===== config.mk =====
export PLATFORM = sky130hd
export DESIGN_NAME = sound_player
export DESIGN_NICKNAME = d
export VERILOG_FILES = /design/src/rtl/sound_player.sv
export SDC_FILE = /design/constraint.sdc
export NUM_CORES = 1
export LEC_CHECK = 0
export BUFFER_PORTS_ARGS = -buffer_cell sky130_fd_sc_hd__buf_4
export CORE_ASPECT_RATIO = 1.75
export CORE_UTILIZATION = 60
export CTS_CLUSTER_SIZE = 20
export DETAILED_ROUTE_END_ITERATION = 10
export PLACE_DENSITY = 0.84
export SLEW_MARGIN = 25
export SYNTH_ARGS = -nofsm -noshare
export SYNTH_HDL_FRONTEND = slang
export SYNTH_SLANG_ARGS = --single-unit
export TNS_END_PERCENT = 10

===== constraint.sdc =====
create_clock -name clk -period 10.5 [get_ports clk]
set_input_delay 0 -clock clk [delete_from_list [all_inputs] [get_ports clk]]
set_output_delay 0 -clock clk [all_outputs]
set_load 0.01 [all_outputs]

===== src/rtl/sound_player.sv =====
// Sound-effect sequencer: plays one of four short note sequences as a square
// wave on audio_out, triggered by a rising edge on playsound.
module sound_player #(
  parameter int unsigned NOTE_LEN   = 3000000,
  parameter int unsigned TONE_SHIFT = 0
) (
  input  logic       clk,
  input  logic       reset,
  input  logic       playsound,
  input  logic [1:0] soundselector,
  input  logic       mute,
  output logic       audio_out,
  output logic       busy,
  output logic [1:0] current_sound
);

  localparam int unsigned NCW = (NOTE_LEN > 1) ? $clog2(NOTE_LEN) : 1;
  localparam logic [NCW-1:0] NOTE_LAST = NCW'(NOTE_LEN - 1);

  typedef enum logic {IDLE, PLAY} state_t;

  state_t         state;
  logic           play_q;
  logic           armed;
  logic [1:0]     note_idx;
  logic [NCW-1:0] note_cnt;
  logic [15:0]    tone_cnt;
  logic           phase;

  logic [15:0]    raw;
  logic [15:0]    h;
  logic [1:0]     last_idx;
  logic           tone_hit;
  logic           note_end;
  logic           trig;
  logic           phase_next;

  function automatic logic [15:0] half_period(input logic [15:0] tv);
    logic [15:0] hp;
    hp = tv >> TONE_SHIFT;
    if (tv != 16'd0 && hp == 16'd0) hp = 16'd1;
    return hp;
  endfunction

  always_comb begin
    raw      = '0;
    last_idx = '0;
    case (current_sound)
      2'd0: begin
        last_idx = 2'd0;
        raw      = 16'd5733;
      end
      2'd1: begin
        last_idx = 2'd2;
        case (note_idx)
          2'd0:    raw = 16'd11467;
          2'd1:    raw = 16'd9101;
          default: raw = 16'd7653;
        endcase
      end
      2'd2: begin
        last_idx = 2'd3;
        case (note_idx)
          2'd0:    raw = 16'd15306;
          2'd1:    raw = 16'd0;
          2'd2:    raw = 16'd22933;
          default: raw = 16'd30612;
        endcase
      end
      default: begin
        last_idx = 2'd3;
        case (note_idx)
          2'd0:    raw = 16'd11467;
          2'd1:    raw = 16'd9101;
          2'd2:    raw = 16'd7653;
          default: raw = 16'd5733;
        endcase
      end
    endcase
  end

  // The original edge detect fired on the first clock after reset if playsound
  // was already high; armed blocks that until playsound has been seen low.
  always_comb begin
    h          = half_period(raw);
    tone_hit   = (h != 16'd0) && (tone_cnt == h - 16'd1);
    note_end   = (note_cnt == NOTE_LAST);
    trig       = playsound && !play_q && armed;
    phase_next = tone_hit ? ~phase : phase;
  end

  always_ff @(posedge clk or posedge reset) begin
    if (reset) begin
      state         <= IDLE;
      play_q        <= 1'b0;
      armed         <= 1'b0;
      note_idx      <= '0;
      note_cnt      <= '0;
      tone_cnt      <= '0;
      phase         <= 1'b0;
      busy          <= 1'b0;
      current_sound <= '0;
      audio_out     <= 1'b0;
    end else begin
      play_q <= playsound;
      if (!playsound) armed <= 1'b1;
      if (trig) begin
        state         <= PLAY;
        busy          <= 1'b1;
        current_sound <= soundselector;
        note_idx      <= '0;
        note_cnt      <= '0;
        tone_cnt      <= '0;
        phase         <= 1'b0;
        audio_out     <= 1'b0;
      end else begin
        case (state)
          IDLE: begin
            busy      <= 1'b0;
            phase     <= 1'b0;
            audio_out <= 1'b0;
          end
          PLAY: begin
            if (note_end) begin
              note_cnt  <= '0;
              tone_cnt  <= '0;
              phase     <= 1'b0;
              audio_out <= 1'b0;
              if (note_idx == last_idx) begin
                state <= IDLE;
                busy  <= 1'b0;
              end else begin
                note_idx <= note_idx + 2'd1;
              end
            end else begin
              note_cnt  <= note_cnt + 1'b1;
              phase     <= phase_next;
              audio_out <= phase_next & ~mute;
              if (tone_hit || h == 16'd0) tone_cnt <= '0;
              else                        tone_cnt <= tone_cnt + 16'd1;
            end
          end
          default: state <= IDLE;
        endcase
      end
    end
  end

endmodule

==> impl_metrics.yaml, run 1 <==
sta:
  hold_viol: 0
  slew_headroom_pct: 39.5
  fmax_mhz: 252
  tightestPinTransition_ps: 907
  finalCriticalPeriod_ps: 3970
  slew_viol_final: 0
  skew_ps: 8.87
  setup_viol: 0
  min_period_over_period_pct: 37.8
  rsz0062_at_grt: "no"
  tns_ps: 0
  setup_ws_ps: 6530
pwr:
  clockPowerShare_pct: 30.1
  p_seq_share_pct: 49.4
  power_density_nw_per_um2: 122
  p_sw_mw: 0.136
  sw_frac_of_total_pct: 30.4
  p_total_mw: 0.448
  combPwrFrac_pct: 20.5
  peakVddDrop_mv: 0.103
  internal-power_mw: 0.312
  leakage_nw: 1.54
status:
  run_status: "complete, no violations"
run:
  max_cap_viol_count: 0
logic_synthesis:
  syn_nets: 414
  yosysUniqueCellTypes: 64
  seq_area_frac_synth_pct: 35.3
  yosys.area.top_type: "dfrtp_1"
  synth_cells: 397
  ys_ff_latch: 48
  synth-async-reset-ratio_pct: 100
  synth_edf_count: 0
  synth_top_area_share_pct: 35.3
  synth_area_sq_um: 3410
  synthTopCellsByArea: "dfrtp_1, nand2_1, o21ai_0, ha_1, nor2_1"
  yosys_warnings: 0
  avgSynthCellArea_sq_um: 8.58
  ys.flop_type: "dfrtp_1"
placement:
  gp_congestion: 0.899
  place_ws_ps: 6580
  dp_hpwl_um: 5930
  numPortBuffers: 9
floorplan:
  die_area_sq_um: 6000
  die_h_um: 102
  placementRows: 36
  core-area_sq_um: 5540
  die_w_um: 59.0
  io_pins: 10
  initial_core_util_pct: 61.5
detailed_routing:
  highest_layer: "met4"
  drt_pass1_iterations: 4
  wl_met2_um: 4550
  viasPerCell: 6.25
  drcViolationCount: 0
  met3_length_um: 208
  routedWlPerCell_um: 17.1
  met1Wirelength_um: 3180
  dr.first_iter.drc_count: 181
  wirelength_um: 8180
  num_vias: 2996
  drt.antenna.violating_nets: 0
clock_tree:
  path_clk_slew_ps: 100
  cts_buffer_depth: 2
  cts_num_sinks: 48
  cts_tree: "built"
  htree_levels: 2
  clk_latency_ps: 300
  cts_root_buf: "clkbuf_8"
  cts_buffers: 5
global_routing:
  grt_max_degree: 49
  grt_pass1_wl_um: 13500
  grtUsageTotal_pct: 29.8
  antenna_found_initial: 0
  grt.overflow.total: 0
  grt_pass1_vias: 2867
setup_path:
  crit_type: "flop to flop"
  required_ps: 10690
  arrival_ps: 4160
  r2r_cells: 12
  crit_path_end_kind: "flop"
  start_kind: "flop"
  crit_fanout: 13
cells_and_area:
  regArea_sq_um: 1200
  multi_input_area_sq_um: 2100
  antenna_cells: 0
  drive_gt1_share_pct: 8.44
  nets: 419
  fill_cells: 486
  area_growth_pct: 7.45
hold_path:
  min_path_cells: 2
  holdCritPathClass: "input pin to flop"
==> path summary, 6_finish.rpt <==
kind	start	to	slack (ps)
max	note_idx[0]	tone_cnt[5]	6530
min	playsound	play_q	370
min reg2reg	busy	busy	510
max in group asynchronous	reset	note_cnt[8]	9620
max reg2reg	note_idx[0]	tone_cnt[5]	6530
min in group asynchronous	reset	note_cnt[3]	390
==> per-layer routing <==
metal  vias up  track usage, %
met5         -               0
met4         0            12.6
met3        18            3.32
met2        66            54.5
met1      1438            34.0
li1       1474               -
==> logic make-up (layout without fill, tap and decap cells) <==
group | count (synthesis) | count (layout) | share of synthesized area, %
XOR/XNOR | 21 | 21 | 5.40
multiplexers | 8 | 8 | 2.79
buffers and inverters | 24 | 30 | 3.16
adder cells (fa/ha/maj) | 11 | 11 | 4.04
AO/OA/AOI/OAI | 102 | 102 | 20.7
flip-flops | 48 | 48 | 35.3
AND/OR/NAND/NOR | 183 | 183 | 28.6
==> state kept, by name, indices dropped and copies added, names as in the netlist <==
signal and count:
audio_out 1, note_cnt 22, note_idx 2, busy 1, current_sound 2, phase 1
state 1, armed 1, play_q 1, tone_cnt 16
==> stage by stage <==
stage	cells	area, sq um	util (%)	hold WS (ps)
after global routing	479	3660	66.1	362
after detailed placement	466	3500	63.1	129
after CTS	479	3660	66.1	363
after floorplan	397	3410	-	31.4
after global placement	466	3500	63.1	126
final	479	3660	66.1	372
==> cell usage after synthesis (3+ instances only) <==
cell type and n:
nand3b_1 3, o31ai_1 7, xor2_1 9, nand4_1 7
o21a_1 3, mux2i_1 5, or3_1 6, clkbuf_1 12
ha_1 11, nor3_1 15, or2_2 4, and2_1 8
o41ai_1 4, a31oi_1 4, inv_1 6, nor2b_1 3
and3_1 14, xnor2_1 12, nor4_1 4, nand3_1 12
nand2_1 47, a21oi_1 10, nor3b_1 3, o21ai_0 31
o32ai_1 3, a22o_1 5, dfrtp_1 48, nor2_1 36
o21ai_1 3, nand4b_1 3, a211o_1 6, a221o_1 6
a21o_1 3, a211oi_1 3
==> critical path, stage by stage, from the launching register on <==
cell and delay (ps):
dfrtp_1 470, inv_1 150, ha_1 340, and2_1 200, a31oi_1 230, ha_1 290
xnor2_1 130, a211o_1 280, a2111oi_2 410, o2111ai_1 240, nor4_4 590, nor2_2 200
a221o_1 330
==> cells in the final DEF (no fill, tap or decap), drive strengths merged, types with 9 or more instances in the layout <==
| cell | synthesis | routed |
|---|---|---|
| dfrtp | 48 | 48 |
| nand2 | 47 | 47 |
| nor2 | 37 | 37 |
| o21ai | 34 | 34 |
| nor3 | 15 | 15 |
| and3 | 14 | 14 |
| xnor2 | 12 | 12 |
| nand3 | 12 | 12 |
| ha | 11 | 11 |
| a21oi | 10 | 10 |
| buf | 5 | 10 |
| xor2 | 9 | 9 |
| and2 | 9 | 9 |
==> final cells by class <==
| class | instances | area share [%] |
|---|---|---|
| clock buffer | 5 | 1.88 |
| clock inverter | 3 | 1.16 |
| inverter | 7 | 0.752 |
| multi-input combinational | 325 | 57.4 |
| sequential | 48 | 32.8 |
| tap | 76 | 2.60 |
| timing repair buffer | 15 | 3.42 |
==> power groups by stage <==
stage,logic [mW],registers [mW],clock network (mW)
final,0.0918,0.222,0.135
after global routing,0.100,0.225,0.145
after CTS,0.0917,0.221,0.138
after detailed placement,0.0894,0.225,0
after global placement,0.0876,0.224,0
after floorplan,0.0785,0.214,0
==> what timing repair did <==
action,4_1_cts,5_1_grt
hold buffers,5,0
resized for setup,0,0
buffers inserted,0,0
hold endpoints to repair,53,0
endpoints found under the setup margin,0,0
(Power assumes the default switching activity.)
==> run 2, diff against run 1 <==
CORE_UTILIZATION = 57   (was 60)
clock period = 3.5 ns   (was 10.5 ns; I/O delays follow)
==> impl_metrics.yaml, run 2 (synthesized netlist as in run 1, its figures left out) <==
sta:
  tns_ps: 0
  slew_viol_final: 0
  tightestPinTransition_ps: 808
  rsz0062_at_grt: "no"
  setup_viol: 0
  hold_viol: 0
  slew_headroom_pct: 46.1
  skew_ps: 11.4
  fmax_mhz: 294
  min_period_over_period_pct: 97.3
  finalCriticalPeriod_ps: 3400
setup_path:
  start_kind: "flop"
  arrival_ps: 3600
  r2r_cells: 12
  cp_slowest_cell: "o32ai_1"
  r2r_start: "note_idx[1]"
  slowest_delay_ps: 610
  worstReg2RegEnd: "tone_cnt[5]"
  cpMostUsedCell: "buf_4"
  crit_type: "flop to flop"
  crit_path_end_kind: "flop"
  rrSetupSlack_ps: 100
  crit_chain: "inv_1 > ha_1 > buf_4 > nor2_1 > o32ai_1 > buf_4 > xor2_1 > o2111ai_2 > nor4_4 > buf_4 > nor3_1 > a221o_1"
  required_ps: 3700
  crit_fanout: 10
pwr:
  clockPowerShare_pct: 29.2
  p_seq_share_pct: 47.1
  power_density_nw_per_um2: 365
  p_sw_mw: 0.427
  leakage_nw: 1.60
  sw_frac_of_total_pct: 31.0
  internal-power_mw: 0.950
  peakVddDrop_mv: 0.292
  combPwrFrac_pct: 23.7
cells_and_area:
  reg_top3: "note_cnt (22), tone_cnt (16)"
  nets: 431
  largest_reg_flops: 22
  drive_gt1_share_pct: 11.8
  final_cell_mix: "nand2_1, dfrtp_1, nor2_1"
  antenna_cells: 0
  regMostFlops: "note_cnt"
  finalNonFillerCells: 491
  area_growth_pct: 10.9
global_routing:
  grt_pass1_wl_um: 13700
  grt_pass1_vias: 3066
  use_met2_pct: 52.1
  antenna_found_initial: 0
  grtUsageTotal_pct: 28.3
  grt_max_degree: 49
  gr-usage-met1_pct: 29.8
  use_met3_pct: 2.61
  busiest_layer: "met2"
  grt.overflow.total: 0
floorplan:
  placementRows: 36
  die_area_sq_um: 6300
  core-area_sq_um: 5680
  io_pins: 10
  initial_core_util_pct: 60.0
  die_w_um: 60.4
  die_h_um: 104
detailed_routing:
  drcViolationCount: 0
  drt.antenna.violating_nets: 0
  num_vias: 3177
  wirelength_um: 8680
  dr.first_iter.drc_count: 243
  routedWlPerCell_um: 17.7
  drt_pass1_iterations: 8
  viasPerCell: 6.47
hold_path:
  holdCritPathClass: "input pin to flop"
  holdPathEnd: "play_q"
  min_path_cells: 2
  hp-start: "playsound"
placement:
  numPortBuffers: 9
  dp_hpwl_um: 6160
  gp_congestion: 0.933
  place_inst: 477
clock_tree:
  cts_buffers: 5
  cts_buffer_depth: 2
  cts_num_sinks: 48
  cts_tree: "built"
  clk_latency_ps: 300
  htree_levels: 2
  cts_root_buf: "clkbuf_8"
  path_clk_slew_ps: 100
status:
  run_status: "complete, no violations"
run:
  max_cap_viol_count: 0
[run 2: cell types whose count changed in the layout (fill, tap and decap cells not counted), sizes merged]
cell / before / now
buf: 10 / 22
[run 2: power groups by stage]
stage / registers (mW) / logic, mW / clock network [mW]
2_1_floorplan: 0.641 / 0.236 / 0
3_3_place_gp: 0.654 / 0.291 / 0
3_5_place_dp: 0.658 / 0.301 / 0
4_1_cts: 0.647 / 0.307 / 0.408
5_1_grt: 0.655 / 0.351 / 0.427
6_report: 0.649 / 0.326 / 0.402
[run 2: timing repair]
action	in CTS	in global routing
resized for setup	0	4
hold buffers	5	0
buffers inserted	0	1
endpoints found under the setup margin	0	15
endpoints found under the hold margin	53	0
[run 2: worst max-delay path by stage]
stage / from / to
finish: note_idx[1] / tone_cnt[5]
global route: note_idx[1] / tone_cnt[5]
CTS: note_idx[1] / tone_cnt[8]
detailed placement: note_idx[1] / tone_cnt[5]
global placement: note_idx[1] / tone_cnt[12]
floorplan: note_idx[0] / tone_cnt[12]
[run 2: per-layer routing]
metal / up-vias / routed length [um]
li1: 1498 / -
met4: 0 / 360
met5: - / 0
met3: 33 / 242
met1: 1541 / 3340
met2: 105 / 4740
[run 2: worst max-delay path: cells and delay by family (launching register included)]
family / cells / cell delay (ps)
DFF: 1 / 460
and+or+nand+nor: 3 / 490
buffers and inverters: 4 / 800
AOI/OAI and AO/OA: 3 / 1080
xor gates and xnor gates: 1 / 280
adders and majority gates: 1 / 190
[run 2: final cells by class]
class	count	area (sq um)
sequential	48	1200
multi-input combinational	325	2130
tap	76	95.1
clock buffer	5	68.8
clock inverter	3	42.5
fill	482	1900
inverter	7	27.5
timing repair buffer	27	215
[run 2: per-stage QoR]
stage	util (%)	power (mW)	hold WS [ps]	instance area (sq um)	setup slack (ps)
6_report	66.6	1.38	363	3780	95.5
2_1_floorplan	-	0.877	31.4	3410	156
5_1_grt	66.6	1.43	382	3780	27.4
4_1_cts	65.9	1.36	364	3740	73.6
3_3_place_gp	63.1	0.944	126	3580	252
3_5_place_dp	63.1	0.958	127	3580	86.2
